===== src/rtl/spi_master_cfg.sv =====
// rtl/spi_master_cfg.sv - parametrised SPI master, four modes, one-hot selects; option macro SPI_MASTER_LSB_FIRST_EN
module spi_master_cfg #(
   parameter int DATA_W  = 8,
   parameter int CLK_DIV = 4,
   parameter int NUM_CS  = 2,
   parameter int CS_W    = (NUM_CS > 1) ? $clog2(NUM_CS) : 1
) (
   input  logic              clk,
   input  logic              rst_n,
   input  logic              start,
   input  logic [DATA_W-1:0] tx_data,
   input  logic              cpol,
   input  logic              cpha,
   input  logic [CS_W-1:0]   cs_sel,
`ifdef SPI_MASTER_LSB_FIRST_EN
   input  logic              lsb_first,
`endif
   output logic              busy,
   output logic              done,
   output logic [DATA_W-1:0] rx_data,
   output logic              sck,
   output logic              mosi,
   input  logic              miso,
   output logic [NUM_CS-1:0] cs_n
);

   localparam int DIV_W = (CLK_DIV > 1) ? $clog2(CLK_DIV) : 1;
   localparam int BIT_W = $clog2(DATA_W + 1);
   localparam logic [DIV_W-1:0] DIV_LAST = DIV_W'(CLK_DIV - 1);
   localparam logic [BIT_W-1:0] BIT_LAST = BIT_W'(DATA_W);

   typedef enum logic [1:0] {IDLE, SETUP, XFER, HOLD} state_t;

   state_t            state;
   logic [DIV_W-1:0]  div_cnt;
   logic [BIT_W-1:0]  bit_cnt;
   logic [DATA_W-1:0] tx_sr;
   logic [DATA_W-1:0] rx_sr;
   logic              cpol_l;
   logic              cpha_l;
   logic              lsb_l;
   logic              lsb_in;

   logic              half_end;
   logic              leading;
   logic              sample_now;
   logic              shift_now;
   logic              last_edge;
   logic [BIT_W-1:0]  bit_cnt_nxt;
   logic [DIV_W-1:0]  div_cnt_nxt;
   logic [DATA_W-1:0] rx_sr_nxt;
   logic              tx_bit;
   logic [DATA_W-1:0] tx_sr_nxt;
   logic              first_bit;
   logic [DATA_W-1:0] first_rest;
   logic [NUM_CS-1:0] cs_dec;

`ifdef SPI_MASTER_LSB_FIRST_EN
   assign lsb_in = lsb_first;
`else
   assign lsb_in = 1'b0;
`endif

   // Edge classification: an SCK edge is leading when SCK currently sits at its idle level.
   always_comb begin
      half_end    = (div_cnt == DIV_LAST);
      div_cnt_nxt = half_end ? '0 : div_cnt + DIV_W'(1);
      leading     = (sck == cpol_l);
      sample_now  = half_end && (leading != cpha_l);
      shift_now   = half_end && (leading == cpha_l);
      bit_cnt_nxt = bit_cnt + BIT_W'(sample_now);
      // The final edge of a frame is always a trailing edge once all bits are sampled
      last_edge   = half_end && !leading && (bit_cnt_nxt == BIT_LAST);
      rx_sr_nxt   = lsb_l ? {miso, rx_sr[DATA_W-1:1]} : {rx_sr[DATA_W-2:0], miso};
      tx_bit      = lsb_l ? tx_sr[0] : tx_sr[DATA_W-1];
      tx_sr_nxt   = lsb_l ? (tx_sr >> 1) : (tx_sr << 1);
      first_bit   = lsb_in ? tx_data[0] : tx_data[DATA_W-1];
      first_rest  = lsb_in ? (tx_data >> 1) : (tx_data << 1);
   end

   // One-hot active-low select decode; out-of-range indices select nothing.
   always_comb begin
      cs_dec = '1;
      for (int i = 0; i < NUM_CS; i++) begin
         if (cs_sel == CS_W'(i)) cs_dec[i] = 1'b0;
      end
   end

   // Frame sequencer: IDLE -> SETUP -> XFER -> HOLD, all outputs registered.
   always_ff @(posedge clk or negedge rst_n) begin
      if (!rst_n) begin
         state   <= IDLE;
         div_cnt <= '0;
         bit_cnt <= '0;
         tx_sr   <= '0;
         rx_sr   <= '0;
         cpol_l  <= 1'b0;
         cpha_l  <= 1'b0;
         lsb_l   <= 1'b0;
         busy    <= 1'b0;
         done    <= 1'b0;
         rx_data <= '0;
         sck     <= 1'b0;
         mosi    <= 1'b0;
         cs_n    <= '1;
      end else begin
         done <= 1'b0;
         case (state)
            IDLE: begin
               sck  <= cpol;
               mosi <= 1'b0;
               cs_n <= '1;
               if (start) begin
                  state   <= SETUP;
                  busy    <= 1'b1;
                  div_cnt <= '0;
                  bit_cnt <= '0;
                  rx_sr   <= '0;
                  cpol_l  <= cpol;
                  cpha_l  <= cpha;
                  lsb_l   <= lsb_in;
                  cs_n    <= cs_dec;
                  // With cpha=0 the first bit must be on the line before the first leading edge
                  if (!cpha) begin
                     mosi  <= first_bit;
                     tx_sr <= first_rest;
                  end else begin
                     tx_sr <= tx_data;
                  end
               end
            end
            SETUP: begin
               div_cnt <= div_cnt_nxt;
               if (half_end) state <= XFER;
            end
            XFER: begin
               div_cnt <= div_cnt_nxt;
               if (half_end) sck <= ~sck;
               if (sample_now) begin
                  rx_sr   <= rx_sr_nxt;
                  bit_cnt <= bit_cnt_nxt;
               end
               if (shift_now) begin
                  mosi  <= tx_bit;
                  tx_sr <= tx_sr_nxt;
               end
               if (last_edge) state <= HOLD;
            end
            HOLD: begin
               div_cnt <= div_cnt_nxt;
               sck     <= cpol_l;
               if (half_end) begin
                  state   <= IDLE;
                  busy    <= 1'b0;
                  done    <= 1'b1;
                  cs_n    <= '1;
                  rx_data <= rx_sr;
               end
            end
            default: state <= IDLE;
         endcase
      end
   end

endmodule


===== config.mk =====
export PLATFORM = sky130hd
export DESIGN_NAME = spi_master_cfg
export DESIGN_NICKNAME = d
export VERILOG_FILES = /design/src/rtl/spi_master_cfg.sv
export SDC_FILE = /design/constraint.sdc
export NUM_CORES = 1
export LEC_CHECK = 0
export BUFFER_PORTS_ARGS = -buffer_cell sky130_fd_sc_hd__clkbuf_2
export CAP_MARGIN = 30
export CORE_MARGIN = 2
export CORE_UTILIZATION = 56
export DETAILED_ROUTE_END_ITERATION = 7
export PLACE_DENSITY = 0.84
export REMOVE_ABC_BUFFERS = 1
export SYNTH_ARGS = -nofsm -noshare
export SYNTH_HDL_FRONTEND = slang
export SYNTH_SLANG_ARGS = --single-unit

===== constraint.sdc =====
create_clock -name clk -period 2.95 [get_ports clk]
set_clock_uncertainty 0.15 [all_clocks]
set_input_delay 0.4425 -clock clk [delete_from_list [all_inputs] [get_ports clk]]
set_output_delay 0.4425 -clock clk [all_outputs]
set_load 0.005 [all_outputs]

==> reports/results.txt, run 1 <==
Synth cell types - 38
Global-route wire length before repair - 6620 µm
RePlAce Congestion - 0.765
Adder-Cell Fraction of Synth Area - 0.0426
Total CTS buffers - 5
ANT cells - 0
Slew Viols, Final - 0
Setup TNS - 0 ns
Slew @ Worst Pin - 0.563 ns
Critical path arrival - 2.74 ns
RSZ-0062 raised after global routing - no
Remaining Overflow, GRT - 0
Critical R2R Capture - state[1]$_DFFE_PN0P_
Max Clock Freq - 368 MHz
Core area - 3610 µm²
1st-pass router iterations - 4
IO Count - 29
Reg area - 1000 µm²
Post-synthesis simple-gate area fraction - 0.130
H-tree depth - 2
Hold WC Path Type - input port to flip-flop
# setup viols final - 0
Average via count per standard cell - 5.22
Yosys reg bits - 40
Post-cts sizing count - 0
Largest fanout on the critical path - 5
Pin count of the biggest net entering global routing - 28
Max Root-Sink Buffers - 2
Register area share after synthesis - 0.488
CP Capture Type - flip-flop
Worst hold slack - 0.176 ns
Crit. Startpoint - cpol_l$_DFFE_PN0P_
Ys Warns - 0
Multi-input gate area - 965 µm²
CTS tree - done
Max cap viols - 0
Mapped Avg Cell Area - 10.2 µm²
DIE WIDTH - 64.6 µm
Setup bufs post-CTS - 0
CTS Root Cell - clkbuf_8
Antenna Nets Post-Route - 0
CP Launch Type - flip-flop
Nets - 254
IO buf count - 28
Critical Path Sink - state[1]$_DFFE_PN0P_
Mux cell area share after synthesis - 0.119
Initial antenna violation count - 0
Synthesized area - 2060 µm²
Drt drc - 0
Final min period - 2.71 ns
Area grow syn2layout - 16.0%
Avg WL per Cell - 12.8 µm
Slew HR - 0.625
Flop2flop setup slack - 0.24 ns
Vias in the first global route - 1521
Crit Path Class - flip-flop to flip-flop
Layout cell share with drive strength beyond 1 - 0.288
Later-pin clock latency in the skew report - 0.28 ns
Hold-fix buffers, CTS - 1
Die area - 4170 µm²
Post-Route WL - 3600 µm
Compound-gate portion of the synthesized area - 0.153
Largest family of logic cells by synthesized area - compound AO/OA/AOI/OAI gates
Dpl hpwl - 2610 µm
FF-to-FF Start - cpol_l$_DFFE_PN0P_
Status - finished clean
R2R depth - 8
Synth Area in XOR/XNOR - 0.0250
Critical Path RT - 2.97 ns
VDD IR-drop max - 0.000489 V
CTS Sinks - 40
Vias - 1466
Cells after synthesis - 202
Leakage - 1.16 nW
Initial core utilization - 0.570
Fillers - 294
Height of the die - 64.6 µm
DRT iter0 DRCs - 92
Final period utilization - 0.920
CTS clock-pin slew for the worst setup and hold paths - 0.07 ns
GRT Overall Usage - 0.207
Final Hold Viols - 0
Core Rows - 22
Power density over the cells - 971 nW/µm²
Yosys cell counts:
library cell,number,area (µm²)
buf_4,1,7.51
dfrtp_1,38,951
a31oi_4,1,21.3
nand4b_1,1,8.76
o21ai_1,1,5.00
a22o_1,2,17.5
xor2_1,2,17.5
nand2b_1,1,6.26
o22ai_1,1,6.26
a31oi_1,1,6.26
o22a_1,1,8.76
o32a_1,1,10.0
dfstp_2,2,52.6
and3b_1,1,8.76
inv_1,8,30.0
xor3_2,1,25.0
a211oi_1,1,7.51
nand3_1,2,10.0
or2_2,1,6.26
nor2_1,18,67.6
buf_2,4,20.0
nor3_1,1,5.00
nand3b_1,2,15.0
buf_6,1,11.3
mux2i_1,11,110
a41oi_1,1,8.76
xnor2_1,1,8.76
o31a_1,1,8.76
o21ai_2,9,78.8
o211ai_1,1,7.51
a21oi_1,10,50.1
o31ai_1,2,15.0
o21a_1,1,7.51
nand2_1,37,139
o21ai_0,11,55.1
clkbuf_1,5,18.8
mux2_2,12,135
ha_1,7,87.6
worst max-delay path: stages (launching register included):
cell and delay, ns:
dfrtp_1 0.40, xor3_2 0.52, nor2_1 0.13, ha_1 0.17, ha_1 0.24, nor2_1 0.12, a41oi_1 0.14, a211oi_1 0.36
mux2_2 0.38
flip-flops by register name (all words and copies together), names as in the netlist, 2 cells and up:
| register | cells |
|---|---|
| cs_n | 2 |
| rx_data | 8 |
| div_cnt | 2 |
| state | 2 |
| bit_cnt | 4 |
| tx_sr | 8 |
| rx_sr | 8 |
layer usage:
layer	routed length, µm	vias up	GRT usage
met5	0	-	0
met2	1790	18	0.346
li1	-	757	-
met3	84	2	0.0382
met1	1690	689	0.265
met4	36	0	0.0904
stage by stage:
stage / worst slack [ns] / area, µm² / utilization / cells / power [mW]
final: 0.235 / 2380 / 0.661 / 281 / 2.32
after global routing: 0.0568 / 2380 / 0.661 / 281 / 2.52
after CTS: 0.249 / 2380 / 0.661 / 281 / 2.34
after detailed placement: 0.255 / 2250 / 0.624 / 272 / 1.85
after global placement: 0.365 / 2230 / 0.618 / 271 / 1.80
after floorplan: 0.437 / 2000 / - / 191 / 1.56
cell families after synthesis:
group | count (synthesis)
buf+inv | 19
fa+ha+maj | 7
flops | 40
mux | 23
compound gates | 45
simple gates | 64
xor+xnor | 4
placed cells by master, fill, tap and decap left out, types with 2 or more instances in the layout:
master     n
dfrtp_1   38
nand2_1   37
clkbuf_2  28
nor2_1    18
mux2_2    12
mux2i_1   11
o21ai_0   11
a21oi_1   10
o21ai_2    9
inv_1      8
ha_1       7
clkbuf_8   7
buf_4      4
nand3_1    2
nand3b_1   2
xor2_1     2
o31ai_1    2
a22o_1     2
dfstp_2    2
cell type report:
cell class | count | area share
Clock buffer | 7 | 0.0404
Clock inverter | 1 | 0.0126
Inverter | 8 | 0.0126
Multi-Input combinational cell | 143 | 0.405
Sequential cell | 40 | 0.421
Tap cell | 48 | 0.0252
Timing Repair Buffer | 34 | 0.0839
power by group:
part           switching (mW)  internal [mW]
registers               0.110          0.719
logic                   0.581          0.434
clock network           0.175          0.298
worst min path at each step:
stage | startpoint | end | slack (ns) | depth (start not counted)
after floorplan | rst_n | bit_cnt[0]$_DFFE_PN0P_ | -0.003 | 0
after global placement | tx_sr[0]$_DFFE_PN0P_ | tx_sr[0]$_DFFE_PN0P_ | 0.31 | 2
after detailed placement | rst_n | busy$_DFFE_PN0P_ | 0.23 | 1
after CTS | cs_sel | cs_n[1]$_DFFE_PN1P_ | 0.16 | 2
after global routing | cs_sel | cs_n[1]$_DFFE_PN1P_ | 0.17 | 2
final | cs_sel | cs_n[1]$_DFFE_PN1P_ | 0.18 | 2
Note: power is estimated with default switching activity, not from simulation.
==> inputs of run 2 (changes only) <==
--- a/config.mk
+++ b/config.mk
@@ -11,6 +11,7 @@
 export CORE_UTILIZATION = 56
 export DETAILED_ROUTE_END_ITERATION = 7
 export PLACE_DENSITY = 0.84
+export RECOVER_POWER = 100
 export REMOVE_ABC_BUFFERS = 1
 export SYNTH_ARGS = -nofsm -noshare
 export SYNTH_HDL_FRONTEND = slang
==> reports/results.txt, run 2 (same netlist as run 1, synthesis figures left out) <==
Status - finished clean (unchanged)
Antenna Nets Post-Route - 0 (unchanged)
Setup WS pre-CTS - 0.255 ns (unchanged)
IO Count - 29 (unchanged)
Flop pwr share - 0.366 (was 0.358)
Crit Path Class - flip-flop to flip-flop (unchanged)
Post-DP Area - 2250 µm² (unchanged)
RePlAce Congestion - 0.765 (unchanged)
IO buf count - 28 (unchanged)
Post-route cell area - 2320 µm² (was 2380 µm²)
Hold WC Path Type - input port to flip-flop (unchanged)
Post-Route WL - 3620 µm (was 3600 µm)
Critical path arrival - 2.73 ns (was 2.74 ns)
Total CTS buffers - 5 (unchanged)
Top flop regs - rx_data: 8 flops, rx_sr: 8 flops, tx_sr: 8 flops (unchanged)
1st-pass router iterations - 4 (unchanged)
Max cap viols - 0 (unchanged)
Max Root-Sink Buffers - 2 (unchanged)
Psw - 0.839 mW (was 0.866 mW)
Max Clock Freq - 370 MHz (was 368 MHz)
CP max-delay cell - xor3_2 (unchanged)
Largest fanout on the critical path - 5 (unchanged)
Worst hold start - cs_sel (unchanged)
Vias - 1486 (was 1466)
Setup TNS - 0 ns (unchanged)
Most frequent cells in the layout - 38 x dfrtp_1, 37 x nand2_1, 22 x clkbuf_2 (was 38 x dfrtp_1, 37 x nand2_1, 28 x clkbuf_2)
Setup ws final - 0.248 ns (was 0.235 ns)
CP Capture Type - flip-flop (unchanged)
Commonest non-fill, non-tap cell in the layout - dfrtp_1 (unchanged)
CP Buf/Inv Count - 0 (unchanged)
Global-route wire length before repair - 6620 µm (unchanged)
ANT cells - 0 (unchanged)
Power density over the cells - 974 nW/µm² (was 971 nW/µm²)
H-tree depth - 2 (unchanged)
Remaining Overflow, GRT - 0 (unchanged)
RSZ-0062 raised after global routing - no (unchanged)
Drt drc - 0 (unchanged)
Area grow syn2layout - 12.8% (was 16.0%)
Clock share of power - 0.210 (was 0.204)
Setup bufs post-CTS - 0 (unchanged)
Post-cts sizing count - 0 (unchanged)
Hold-fix buffers, CTS - 1 (unchanged)
Layout cell share with drive strength beyond 1 - 0.210 (was 0.288)
Crit. path cell count - 8 (unchanged)
Average via count per standard cell - 5.29 (was 5.22)
Crit-path cells - xor3_2, nor2_1, ha_1, ha_1, nor2_1, a41oi_1, a211oi_1, mux2_2 (unchanged)
Reg area - 1000 µm² (unchanged)
Die area - 4170 µm² (unchanged)
Hold Path Cell Cnt - 2 (unchanged)
Critical R2R Capture - state[1]$_DFFE_PN0P_ (unchanged)
CP Launch Type - flip-flop (unchanged)
VDD IR-drop max - 0.000489 V (about the same)
Non-Filler Instances - 281 (unchanged)
Slew Viols, Final - 0 (unchanged)
Slowest stage delay, CP - 0.51 ns (was 0.52 ns)
Height of the die - 64.6 µm (unchanged)
Vias in the first global route - 1521 (unchanged)
Final Hold Viols - 0 (unchanged)
CTS Sinks - 40 (unchanged)
Combinational power share - 0.424 (was 0.438)
Flop2flop setup slack - 0.25 ns (was 0.24 ns)
Later-pin clock latency in the skew report - 0.28 ns (about the same)
Worst hold slack - 0.173 ns (was 0.176 ns)
Dpl cells - 272 (unchanged)
Core Rows - 22 (unchanged)
Dpl hpwl - 2610 µm (unchanged)
Critical Path Sink - state[1]$_DFFE_PN0P_ (unchanged)
DRT iter0 DRCs - 87 (was 92)
Nets - 254 (unchanged)
CTS tree - done (unchanged)
Fillers - 311 (was 294)
Critical Path RT - 2.98 ns (was 2.97 ns)
Initial antenna violation count - 0 (unchanged)
FF-to-FF Start - cpol_l$_DFFE_PN0P_ (unchanged)
Initial core utilization - 0.570 (unchanged)
# setup viols final - 0 (unchanged)
CTS Root Cell - clkbuf_8 (unchanged)
Internal power - 1.42 mW (was 1.45 mW)
Avg WL per Cell - 12.9 µm (was 12.8 µm)
Final min period - 2.70 ns (was 2.71 ns)
R2R depth - 8 (unchanged)
Kind of cell adding the most delay to the critical path - XOR/XNOR gates (unchanged)
Pin count of the biggest net entering global routing - 28 (unchanged)
CTS clock-pin slew for the worst setup and hold paths - 0.07 ns (about the same)
Slew HR - 0.229 (was 0.625)
Multi-input gate area - 926 µm² (was 965 µm²)
Sw Share - 0.371 (was 0.374)
GRT Overall Usage - 0.207 (unchanged)
Leakage - 1.12 nW (was 1.16 nW)
Slew @ Worst Pin - 1.16 ns (was 0.563 ns)
Crit. Startpoint - cpol_l$_DFFE_PN0P_ (unchanged)
Core area - 3610 µm² (unchanged)
Final period utilization - 0.916 (was 0.920)
DIE WIDTH - 64.6 µm (unchanged)
-- run 2: cell count changes in the layout (fill, tap and decap cells not counted), sizes merged --
| cell | before | now |
|---|---|---|
| dlymetal6s2s | 0 | 1 |
| buf | 5 | 1 |
| clkbuf | 35 | 38 |
-- run 2: cell type report --
class / instances / area share
timing repair buffer: 34 / 0.0750
inverter: 8 / 0.0129
sequential: 40 / 0.433
clock inverter: 1 / 0.0129
tap: 48 / 0.0259
multi-input combinational: 143 / 0.399
clock buffer: 7 / 0.0415
-- run 2: power by group through the flow --
stage | logic (mW) | registers [mW] | clock network [mW]
floorplan | 0.738 | 0.818 | 0
global placement | 0.976 | 0.828 | 0
global route | 1.10 | 0.849 | 0.509
finish | 0.958 | 0.827 | 0.475
detailed placement | 1.01 | 0.837 | 0
CTS | 1.02 | 0.827 | 0.489
-- run 2: worst register-to-register path, stage by stage, from the launching register on --
cell      delay, ns
dfrtp_1        0.41
xor3_2         0.51
nor2_1         0.13
ha_1           0.17
ha_1           0.24
nor2_1         0.12
a41oi_1        0.13
a211oi_1       0.37
mux2_2         0.38
-- run 2: stage by stage --
step / utilization / power [mW]
global placement: 0.618 / 1.80
floorplan: - / 1.56
CTS: 0.661 / 2.34
detailed placement: 0.624 / 1.85
finish: 0.643 / 2.26
global route: 0.643 / 2.46
-- run 2: worst min-delay path by stage --
stage	to	slack [ns]
after floorplan	bit_cnt[0]$_DFFE_PN0P_	-0.003
after global placement	tx_sr[0]$_DFFE_PN0P_	0.31
after detailed placement	busy$_DFFE_PN0P_	0.23
after CTS	cs_n[1]$_DFFE_PN1P_	0.16
after global routing	cs_n[1]$_DFFE_PN1P_	0.17
final	cs_n[1]$_DFFE_PN1P_	0.17
-- run 2: per-layer routing --
layer | routed length [µm] | vias to the layer above | part of all wire | track usage
met2 | 1740 | 25 | 0.48 | 0.346
met5 | 0 | - | 0 | 0
met1 | 1710 | 702 | 0.47 | 0.265
met3 | 107 | 5 | 0.030 | 0.0382
met4 | 65 | 0 | 0.018 | 0.0904
li1 | - | 754 | - | -
==> inputs of run 3 (changes only) <==
==> constraint.sdc (replaced) <==
create_clock -name clk -period 2.95 [get_ports clk]
set_clock_uncertainty 0.15 [all_clocks]
set_input_delay 0.295 -clock clk [delete_from_list [all_inputs] [get_ports clk]]
set_output_delay 0.295 -clock clk [all_outputs]
set_load 0.005 [all_outputs]
==> reports/results.txt, run 3 (same netlist as run 1, synthesis figures left out) <==
RSZ-0062 raised after global routing - no (unchanged)
Pin count of the biggest net entering global routing - 28 (unchanged)
Combinational power share - 0.424 (about the same)
Crit-path cells - xor3_2, nor2_1, ha_1, ha_1, nor2_1, a41oi_1, a211oi_1, mux2_2 (unchanged)
Slew HR - 0.220 (was 0.229)
Avg WL per Cell - 12.9 µm (about the same)
CP Launch Type - flip-flop (unchanged)
Later-pin clock latency in the skew report - 0.28 ns (about the same)
Commonest non-fill, non-tap cell in the layout - dfrtp_1 (unchanged)
Vias in the first global route - 1521 (unchanged)
Fillers - 311 (unchanged)
Initial core utilization - 0.570 (unchanged)
Core area - 3610 µm² (unchanged)
CTS clock-pin slew for the worst setup and hold paths - 0.07 ns (about the same)
Final period utilization - 0.916 (unchanged)
Setup WS pre-CTS - 0.255 ns (unchanged)
Nets - 254 (unchanged)
Drt drc - 0 (unchanged)
Remaining Overflow, GRT - 0 (unchanged)
GRT Overall Usage - 0.207 (unchanged)
Post-cts sizing count - 0 (unchanged)
Psw - 0.839 mW (about the same)
Flop pwr share - 0.366 (about the same)
Internal power - 1.42 mW (unchanged)
Post-Route WL - 3630 µm (was 3620 µm)
Clock share of power - 0.210 (about the same)
Setup ws final - 0.248 ns (unchanged)
Post-route cell area - 2320 µm² (unchanged)
Hold WC Path Type - input port to flip-flop (unchanged)
Initial antenna violation count - 0 (unchanged)
CTS Sinks - 40 (unchanged)
CP Buf/Inv Count - 0 (unchanged)
Sw Share - 0.371 (about the same)
CTS Root Cell - clkbuf_8 (unchanged)
Height of the die - 64.6 µm (unchanged)
Post-DP Area - 2250 µm² (unchanged)
Max Root-Sink Buffers - 2 (unchanged)
Critical path arrival - 2.73 ns (about the same)
Antenna Nets Post-Route - 0 (unchanged)
Average via count per standard cell - 5.29 (unchanged)
Leakage - 1.12 nW (unchanged)
CP max-delay cell - xor3_2 (unchanged)
DIE WIDTH - 64.6 µm (unchanged)
Global-route wire length before repair - 6620 µm (unchanged)
Largest fanout on the critical path - 5 (unchanged)
Final min period - 2.70 ns (unchanged)
Slew @ Worst Pin - 1.17 ns (was 1.16 ns)
Vias - 1486 (unchanged)
Die area - 4170 µm² (unchanged)
Slew Viols, Final - 0 (unchanged)
Dpl hpwl - 2610 µm (unchanged)
ANT cells - 0 (unchanged)
Power Total - 2.26 mW (about the same)
DRT iter0 DRCs - 87 (unchanged)
IO Count - 29 (unchanged)
Power density over the cells - 974 nW/µm² (about the same)
RePlAce Congestion - 0.765 (unchanged)
Slowest stage delay, CP - 0.51 ns (about the same)
Setup TNS - 0 ns (unchanged)
Max cap viols - 0 (unchanged)
# setup viols final - 0 (unchanged)
H-tree depth - 2 (unchanged)
Multi-input gate area - 926 µm² (unchanged)
Area grow syn2layout - 12.8% (unchanged)
Total CTS buffers - 5 (unchanged)
Kind of cell adding the most delay to the critical path - XOR/XNOR gates (unchanged)
Crit Path Class - flip-flop to flip-flop (unchanged)
Most frequent cells in the layout - 38 x dfrtp_1, 37 x nand2_1, 22 x clkbuf_2 (unchanged)
Status - finished clean (unchanged)
IO buf count - 28 (unchanged)
Final Hold Viols - 0 (unchanged)
Top flop regs - rx_data: 8 flops, rx_sr: 8 flops, tx_sr: 8 flops (unchanged)
1st-pass router iterations - 4 (unchanged)
Reg area - 1000 µm² (unchanged)
Critical Path RT - 2.98 ns (about the same)
Core Rows - 22 (unchanged)
CTS tree - done (unchanged)
Max Clock Freq - 370 MHz (unchanged)
Layout cell share with drive strength beyond 1 - 0.210 (unchanged)
CP Capture Type - flip-flop (unchanged)
VDD IR-drop max - 0.000489 V (about the same)
[run 3: what timing repair did]
action	4_1_cts	5_1_grt
endpoints found under the hold margin	11	0
hold buffers	1	0
setup buffers	0	0
[run 3: per-layer routing]
layer | up-vias | routed length (µm) | part of all wire | GRT usage
li1 | 754 | - | - | -
met1 | 702 | 1710 | 0.47 | 0.265
met2 | 25 | 1740 | 0.48 | 0.346
met5 | - | 0 | 0 | 0
met3 | 5 | 107 | 0.030 | 0.0382
met4 | 0 | 65 | 0.018 | 0.0904
[run 3: power groups by stage]
| stage | sequential (mW) | combinational, mW | clock [mW] |
|---|---|---|---|
| floorplan | 0.818 | 0.738 | 0 |
| CTS | 0.827 | 1.02 | 0.489 |
| global route | 0.849 | 1.10 | 0.509 |
| finish | 0.827 | 0.958 | 0.475 |
| detailed placement | 0.837 | 1.01 | 0 |
| global placement | 0.828 | 0.976 | 0 |
[run 3: area by class of cell]
type,instances,share of cell area
sequential,40,0.433
multi-input combinational,143,0.399
timing repair buffer,34,0.0750
clock buffer,7,0.0415
tap,48,0.0259
clock inverter,1,0.0129
inverter,8,0.0129
[run 3: final timing paths]
kind | startpoint | end | slack [ns] | cells after the start
min | cs_sel | cs_n[1]$_DFFE_PN1P_ | 0.03 | 2
max in group asynchronous | rst_n | tx_sr[0]$_DFFE_PN0P_ | 0.58 | 3
max reg2reg | cpol_l$_DFFE_PN0P_ | state[1]$_DFFE_PN0P_ | 0.25 | 8
max | cpol_l$_DFFE_PN0P_ | state[1]$_DFFE_PN0P_ | 0.25 | 8
min in group asynchronous | rst_n | busy$_DFFE_PN0P_ | 0.43 | 2
min reg2reg | div_cnt[0]$_DFFE_PN0N_ | div_cnt[0]$_DFFE_PN0N_ | 0.33 | 1
[run 3: through the flow]
| step | util | hold slack, ns | cells |
|---|---|---|---|
| 2_1_floorplan | - | -0.151 | 191 |
| 3_3_place_gp | 0.618 | 0.311 | 271 |
| 3_5_place_dp | 0.624 | 0.0836 | 272 |
| 4_1_cts | 0.661 | 0.0162 | 281 |
| 5_1_grt | 0.643 | 0.0240 | 281 |
| 6_report | 0.643 | 0.0257 | 281 |
